File: src/rtl/perf_stat_pkg.sv
// Shared types and constants for the performance-statistics / syscall-monitor block.
package perf_stat_pkg;

   typedef enum logic {
      RUN    = 1'b0,
      HALTED = 1'b1
   } state_t;

   localparam logic [31:0] HALT_CODE_DEF = 32'd10;
   localparam logic [31:0] SHOW_CODE_DEF = 32'd34;

   localparam int EV_CYCLE      = 0;
   localparam int EV_UNCOND     = 1;
   localparam int EV_COND       = 2;
   localparam int EV_COND_TAKEN = 3;

   // Select width for an n-entry bank; a single entry still gets a 1-bit index.
   function automatic int sel_w(input int n);
      return (n > 1) ? $clog2(n) : 1;
   endfunction

endpackage

File: src/rtl/stat_fifo.sv
// Width x depth synchronous FIFO with ready/valid head and push-while-full-with-pop support.
module stat_fifo #(
   parameter int W     = 32,
   parameter int DEPTH = 4
) (
   input  logic         clk,
   input  logic         rst,
   input  logic         push,
   input  logic [W-1:0] push_data,
   input  logic         ready,
   output logic         valid,
   output logic [W-1:0] data,
   output logic         full
);

   localparam int AW = $clog2(DEPTH);

   logic [W-1:0]  mem [DEPTH];
   logic [AW-1:0] wr_ptr;
   logic [AW-1:0] rd_ptr;
   logic [AW:0]   count;
   logic          pop;
   logic          do_push;

   assign valid   = (count != '0);
   assign full    = (count == (AW+1)'(DEPTH));
   assign pop     = valid && ready;
   assign do_push = push && (!full || pop);

   // NOTE: sequential state uses non-blocking assignments so every register samples pre-edge values.
   always_ff @(posedge clk) begin
      if (rst) begin
         wr_ptr <= '0;
         rd_ptr <= '0;
         count  <= '0;
      end else begin
         if (do_push) wr_ptr <= wr_ptr + AW'(1);
         if (pop)     rd_ptr <= rd_ptr + AW'(1);
         case ({do_push, pop})
            2'b10:   count <= count + (AW+1)'(1);
            2'b01:   count <= count - (AW+1)'(1);
            default: count <= count;
         endcase
      end
   end

   // NOTE: storage is not reset; the head is masked while empty so stale words never escape.
   always_ff @(posedge clk) begin
      if (do_push) mem[wr_ptr] <= push_data;
   end

   assign data = valid ? mem[rd_ptr] : '0;

endmodule

File: src/rtl/perf_stat_unit.sv
// Retire-qualified event counters with snapshot bank, halt syscall FSM and display-syscall queue.
module perf_stat_unit
   import perf_stat_pkg::*;
#(
   parameter int          NUM_EV     = 4,
   parameter int          CNT_W      = 32,
   parameter bit          SATURATE   = 1'b0,
   parameter int          SHOW_DEPTH = 4,
   parameter logic [31:0] HALT_CODE  = HALT_CODE_DEF,
   parameter logic [31:0] SHOW_CODE  = SHOW_CODE_DEF
) (
   input  logic                      clk,
   input  logic                      rst,
   input  logic                      en,
   input  logic [NUM_EV-1:0]         ev,
   input  logic                      syscall_t,
   input  logic [31:0]               A,
   input  logic [31:0]               B,
   input  logic                      clr,
   input  logic                      snap,
   input  logic [sel_w(NUM_EV)-1:0]  rd_sel,
   output logic [CNT_W-1:0]          rd_data,
   output logic [NUM_EV*CNT_W-1:0]   cnt_flat,
   output logic [NUM_EV-1:0]         ovf,
   output logic                      halt,
   input  logic                      resume,
   output logic [31:0]               out_data,
   output logic                      out_valid,
   input  logic                      out_ready,
   output logic                      show_drop
);

   localparam int SEL_W  = sel_w(NUM_EV);
   localparam int BANK_N = 1 << SEL_W;

   state_t state_q, state_d;
   logic   act;
   logic   is_halt;
   logic   is_show;
   logic   pop;
   logic   fifo_full;

   assign act     = en && (state_q == RUN);
   assign is_halt = act && syscall_t && (A == HALT_CODE);
   assign is_show = act && syscall_t && (A == SHOW_CODE);
   assign pop     = out_valid && out_ready;

   always_ff @(posedge clk) begin
      if (rst) state_q <= RUN;
      else     state_q <= state_d;
   end

   // NOTE: next state defaults to the current state first, so no path can infer a latch.
   always_comb begin
      state_d = state_q;
      case (state_q)
         RUN:    if (is_halt) state_d = HALTED;
         HALTED: if (resume)  state_d = RUN;
      endcase
   end

   assign halt = (state_q == HALTED);

   logic [CNT_W-1:0] snap_word [BANK_N];

   for (genvar i = 0; i < NUM_EV; i++) begin : g_ev
      logic [CNT_W-1:0] cnt_q;
      logic [CNT_W-1:0] snap_q;
      logic             ovf_q;

      always_ff @(posedge clk) begin
         if (rst || clr) begin
            cnt_q <= '0;
            ovf_q <= 1'b0;
         end else if (act && ev[i]) begin
            if (&cnt_q) begin
               cnt_q <= SATURATE ? cnt_q : '0;
               ovf_q <= 1'b1;
            end else begin
               cnt_q <= cnt_q + CNT_W'(1);
            end
         end
      end

      // Captures the registered value, so snap alongside clr keeps the pre-clear count.
      always_ff @(posedge clk) begin
         if (rst)       snap_q <= '0;
         else if (snap) snap_q <= cnt_q;
      end

      assign snap_word[i]                  = snap_q;
      assign cnt_flat[i*CNT_W +: CNT_W]    = cnt_q;
      assign ovf[i]                        = ovf_q;
   end

   // Unused select codes read as zero.
   for (genvar j = NUM_EV; j < BANK_N; j++) begin : g_pad
      assign snap_word[j] = '0;
   end

   always_ff @(posedge clk) begin
      if (rst) rd_data <= '0;
      else     rd_data <= snap_word[rd_sel];
   end

   stat_fifo #(
      .W     (32),
      .DEPTH (SHOW_DEPTH)
   ) u_show_fifo (
      .clk       (clk),
      .rst       (rst),
      .push      (is_show),
      .push_data (B),
      .ready     (out_ready),
      .valid     (out_valid),
      .data      (out_data),
      .full      (fifo_full)
   );

   always_ff @(posedge clk) begin
      if (rst)                               show_drop <= 1'b0;
      else if (is_show && fifo_full && !pop) show_drop <= 1'b1;
   end

endmodule

File: config.mk
export PLATFORM = sky130hd
export DESIGN_NAME = perf_stat_unit
export DESIGN_NICKNAME = d
export VERILOG_FILES = /design/src/rtl/perf_stat_pkg.sv /design/src/rtl/stat_fifo.sv /design/src/rtl/perf_stat_unit.sv
export SDC_FILE = /design/constraint.sdc
export NUM_CORES = 1
export LEC_CHECK = 0
export BUFFER_PORTS_ARGS = -buffer_cell sky130_fd_sc_hd__buf_2
export CAP_MARGIN = 40
export CORE_MARGIN = 5
export CORE_UTILIZATION = 45
export DETAILED_ROUTE_END_ITERATION = 6
export MAX_ROUTING_LAYER = met4
export PLACE_DENSITY = 0.66
export SYNTH_ARGS = -nofsm -noshare
export SYNTH_HDL_FRONTEND = slang
export SYNTH_SLANG_ARGS = --single-unit
File: constraint.sdc
create_clock -name clk -period 3.27 [get_ports clk]
set_input_delay 0.327 -clock clk [delete_from_list [all_inputs] [get_ports clk]]
set_output_delay 0.327 -clock clk [all_outputs]
set_load 0.02 [all_outputs]
---- Yosys cells after proc, flatten, opt, wreduce, memory -nomap -nowiden ----
Memories as Yosys holds them, arrays and structs flattened. A register that Yosys moved wholly into a read port is not among the register bits.
Cells that the tools add are included.
word-level totals
  memory bits (writable) .................. 128
  memories ................................ 1
  memory bits (read-only) ................. 0
  bits in latches ......................... 0
  output and inout bits ................... 199
  input port bits ......................... 78
  flip-flop bits (word level) ............. 301
memory list
  memory           words  width  read ports  clocked after memory_dff  write ports  line             RTL
  u_show_fifo.mem  4      32     1           1                         1            stat_fifo.sv:18  logic [W-1:0] mem [DEPTH];
operators by class
  shift operators ......................... 0
  divide/modulo/power cells ............... 0
  eq/ne operators ......................... 5
  add/sub/neg operators ................... 8
  $lt $le $gt $ge ......................... 1
  bitwise operators ....................... 2
  multiply operators ...................... 0
  muxes and demuxes ....................... 16
  reductions and logical operators ........ 26
operators with widths
  kind                                               number
  2-to-1 mux 32 bit                                  7
  AND reduction 33 bit                               4
  adder 32 x 1 -> 32 bit (second input constant)     4
  AND reduction 32 bit                               4
  binary-select mux 32 bit (select 2 bit)            1
  == test 32 x 4 -> 1 bit (second input constant)    1
  == test 32 x 6 -> 1 bit (second input constant)    1
  logical AND 1 bit                                  12
  case mux 3 bit (2 select lines)                    1
  adder 2 x 1 -> 2 bit (second input constant)       2
  2-to-1 mux 1 bit                                   4
  2-to-1 mux 2 bit                                   2
  adder 3 x 1 -> 3 bit (second input constant)       1
  == test 3 bit (second input constant)              1
  >= comparator 3 bit (second input constant)        1
  inverter 2 -> 3 bit                                1
  nonzero test 3 bit                                 1
  subtractor 3 x 1 -> 3 bit (second input constant)  1
  == test 2 x 1 -> 1 bit (second input constant)     1
  == test 2 bit (second input constant)              1
  zero test 1 bit                                    2
  logical OR 1 bit                                   2
  case mux 1 bit (2 select lines)                    1
  nonzero test 2 bit                                 1
  inverter 1 bit                                     1

---- Longest topological paths before layout ----
  word-level depth ........................ 7
  gate-level depth with buffers ........... 10
  depth with buffers taken out ............ 10

---- Cells and area by module ----
From an unflattened synthesis, not the netlist that was laid out.
second synthesis, totals
  cell total of the unflattened synthesis .. 1,526
  area total of the unflattened synthesis .. 17,799.6 µm²
by module, submodules not included
  module          instances  cells an instance  area an instance (µm²)
  perf_stat_unit  1          1,257              12,360.6
  stat_fifo       1          269                5,439.0

---- Least setup slack after synthesis ----
Ideal clock, no wire load.
  kind .................................... register to register
  start ................................... register state_q (netlist: halt)
  end ..................................... memory u_show_fifo.mem[1][0] (enable)
  data arrival time ....................... 2.213 ns
  clock period less this slack ............ 2.605 ns
  stages on the path, launching flop included .. 5
  data required time ...................... 2.878 ns
  setup slack ............................. 0.665 ns
  cells stage by stage .................... dfxtp_1 nor4bb_1 nand4_1 nor3_1 and2_1
between the ends
  cells in the longest elaborated chain, start to end .. 7
ends and longest elaborated chain
  element                                 line                  RTL
  start, declared                         perf_stat_unit.sv:36  state_t state_q, state_d;
  start signal, assigned                  perf_stat_unit.sv:50  else state_q <= state_d;
  inverter 1 bit                          n/a
  logical AND 1 bit                       perf_stat_unit.sv:43  assign act = en && (state_q == RUN);
  logical AND 1 bit (2 in series)         perf_stat_unit.sv:45  assign is_show = act && syscall_t && (A == SHOW_CODE);
  logical AND 1 bit                       stat_fifo.sv:28       assign do_push = push && (!full || pop);
  2-to-1 mux 1 bit                        stat_fifo.sv:49       if (do_push) mem[wr_ptr] <= push_data;
  2-to-1 mux 1 bit (implied by the code)  stat_fifo.sv:49
  end, declared                           stat_fifo.sv:18
No other way between the ends.

==> flow_metrics.py <==
metrics = {
    "final_layout": {
        "final_core_utilization_pct": 55.3,
        "drive_above_1_share_pct": 25.0,
        "fin_nets": 1904,
        "nFillCells": 3272,
        "syn2layout_area_growth_pct": 21.8,
        "fin_cells": 2372,
    },
    "placement": {
        "port_buffers": 276,
        "dpl.hpwl_um": 34700,
        "gp_congestion": 0.881,
        "post-place-cells": 2254,
    },
    "sta": {
        "setup_viol": 0,
        "fmax_mhz": 373,
        "finalCritPeriodShare_pct": 82.0,
        "rsz0062_at_grt": "no",
        "report.final.slew_viol_count": 0,
        "clock_skew_ps": 24.6,
        "relSlewSlack_pct": 43.8,
        "tightest_slew_ps": 843,
        "fin_setup_tns_ps": 0,
        "hold_viol_final": 0,
        "period_needed_ps": 2680,
    },
    "power_and_ir_drop": {
        "internal_power_mw": 8.61,
        "pwr-share-comb_pct": 2.9,
        "p_leak_nw": 8.45,
        "p_seq_share_pct": 50.2,
        "ir_worst_vdd_uv": 388,
        "powerDensity_mw_per_mm2": 513,
        "switchingPower_mw": 2.35,
        "clkPwrFrac_pct": 46.9,
        "swShare_pct": 21.4,
    },
    "detailed_routing": {
        "drc": 0,
        "post_drt_wl_per_cell_um": 20.6,
        "viasPerCell": 5.35,
        "drtIter0Drc": 860,
        "dr.pass1.iters": 5,
        "num_vias": 12692,
        "drtAntennaViolNets": 0,
        "wirelength_um": 48700,
    },
    "die": {
        "initial_utilization_pct": 45.4,
        "die-area_mm2": 0.0430,
        "fp.dieW_um": 207,
        "rows": 72,
        "core_area_mm2": 0.0386,
        "die_h_um": 207,
        "ios": 277,
    },
    "critical_path": {
        "path_max_fanout": 22,
        "required_ps": 2940,
        "crit_type": "reg2out",
        "cp.arrival_ps": 2350,
        "cp-start-kind": "flip-flop",
        "end_kind": "primary output",
    },
    "status": {
        "status": "finished, final reports clean",
    },
    "run": {
        "max_cap_violations": 0,
    },
    "synth": {
        "synth_top_family_by_area": "simple AND/OR/NAND/NOR gates",
        "synth_warnings": 0,
        "syn_inst": 1505,
        "synthMuxAreaShare_pct": 15.7,
        "ys_ff_latch": 431,
        "synth_area_per_cell_um2": 11.7,
        "synthXorXnorAreaFrac_pct": 5.44,
        "ys_types": 46,
        "synth_area_mm2": 0.0175,
        "yosys.area_share.simple_pct": 17.7,
        "synthAdderAreaFrac_pct": 0.756,
        "synthesis.nets": 1593,
        "yosysSeqAreaShare_pct": 56.5,
        "synth-compound-area-share_pct": 1.65,
    },
    "cts": {
        "clock_latency_ps": 580,
        "cts.sinks": 431,
        "postCtsSetupBuffers": 0,
        "clock-root-buffer": "clkbuf_16",
        "clkTransAtPathRegs_ps": 60,
        "cts_buffer_depth": 3,
        "cts-htree-levels": 2,
        "cts-buffers-inserted": 46,
        "tritoncts": "built",
    },
    "min_path": {
        "hold_path.class": "in2reg",
    },
    "grt": {
        "grt_pass1_vias": 12421,
        "antenna_found_initial": 2,
        "grt_max_degree": 80,
        "grt_usage_pct": 22.6,
        "grt_pass1_wl_um": 75000,
        "overflow": 0,
    },
}
## Yosys cell counts (all sizes together)
master,number,area (um2)
nand4,63,394
o21ai,22,114
and2,48,300
ha,9,113
or4b,1,10.0
and4,14,123
mux4,64,1440
nand3,49,258
nor4bb,1,10.0
nor4,15,130
xor2,80,701
a22o,2,17.5
a21oi,23,115
and3,21,131
a31oi,1,6.26
o31ai,1,21.3
or4,1,7.51
nor3b,1,7.51
nand2b,2,12.5
nor2,262,983
and3b,2,17.5
mux2i,129,1290
dfxtp,303,6070
nor2b,34,213
xnor2,29,254
nand3b,3,22.5
fa,1,20.0
edfxtp,128,3840
or3,22,138
o21a,2,15.0
buf,33,166
clkbuf,46,173
nand4b,3,26.3
mux2,2,22.5
nor4b,2,17.5
nand2,45,169
or2,1,6.26
nor3,24,130
inv,16,60.1
## power by group through the flow
stage	clock network [mW]	logic, mW	registers, mW
6_report	5.14	0.322	5.50
5_1_grt	5.47	0.343	5.50
4_1_cts	5.26	0.322	5.50
3_5_place_dp	0	0.289	5.62
3_3_place_gp	0	0.283	5.62
2_1_floorplan	0	0.169	5.62
## cells by family (layout without fill, tap and decap cells)
kind of cell	count (synthesis)	after routing
XOR/XNOR	109	109
buffers and inverters	95	443
multiplexers	195	195
AO/OA/AOI/OAI	51	51
adder cells (fa/ha/maj)	10	10
flip-flops	431	431
other	0	1
AND/OR/NAND/NOR	614	614
## area by class of cell
type | count | area, um2 | area share, %
sequential | 431 | 9910 | 46.4
multi-input combinational | 979 | 7240 | 33.9
timing repair buffer | 342 | 2000 | 9.37
clock buffer | 63 | 1320 | 6.15
tap | 518 | 648 | 3.03
clock inverter | 22 | 191 | 0.896
inverter | 16 | 60.1 | 0.281
antenna | 1 | 2.50 | 0.0117
## worst max-delay path: stages, from the launching register on
cell and delay (ps):
dfxtp_2 610, buf_12 270, mux4_2 530, and2_1 180
buf_2 160
## metal layers
| layer | up-vias | part of all wire, % | routed length [um] | global-route usage [%] |
|---|---|---|---|---|
| li1 | 5988 | - | - | - |
| met1 | 6227 | 43 | 20900 | 29.2 |
| met2 | 396 | 47 | 23100 | 35.8 |
| met3 | 81 | 6.9 | 3350 | 5.49 |
| met4 | 0 | 2.9 | 1420 | 6.63 |
| met5 | - | 0 | 0 | - |
## metrics by stage
stage,setup WS [ps],hold WS [ps],area (um2),total power [mW]
final,590,42.3,21400,11.0
after global routing,419,22.9,21400,11.3
after detailed placement,623,458,19500,5.91
after floorplan,665,426,17500,5.79
after global placement,705,451,19500,5.90
after CTS,525,12.4,21400,11.1
## cells in the final DEF, fill, tap and decap left out, drive strengths merged, types with 23 or more instances in the layout
cell / netlist / layout
a21oi: 23 / 23
and2: 48 / 48
buf: 33 / 310
clkbuf: 46 / 63
dfxtp: 303 / 303
dlygate4sd3: 0 / 32
edfxtp: 128 / 128
mux2i: 129 / 129
mux4: 64 / 64
nand2: 45 / 45
nand3: 49 / 49
nand4: 63 / 63
nor2: 262 / 262
nor2b: 34 / 34
nor3: 24 / 24
xnor2: 29 / 29
xor2: 80 / 80
## sequential cells by signal (all words and copies together), names as in the netlist, 2 cells and up, named ones only
register	flops
g_ev.snap_q	128
g_ev.ovf_q	4
u_show_fifo.rd_ptr	2
u_show_fifo.mem	128
u_show_fifo.wr_ptr	2
u_show_fifo.count	3
g_ev.cnt_q	128
rd_data	32
## what timing repair did
action                                  4_1_cts  5_1_grt
hold buffers                                 32        0
endpoints found under the hold margin       128        0
resized for setup                             0        0
endpoints found under the setup margin        0        0
## path summary, 6_finish.rpt
check,to,slack (ps),from,cells after the start
setup / recovery,out_data[12],590,flip-flop,4
setup reg to reg,u_show_fifo.count[2],660,u_show_fifo.count[0],10
hold reg to reg,show_drop,470,show_drop,2
hold / removal,halt,40,resume,3
Power figures use the tool's default switching activity.
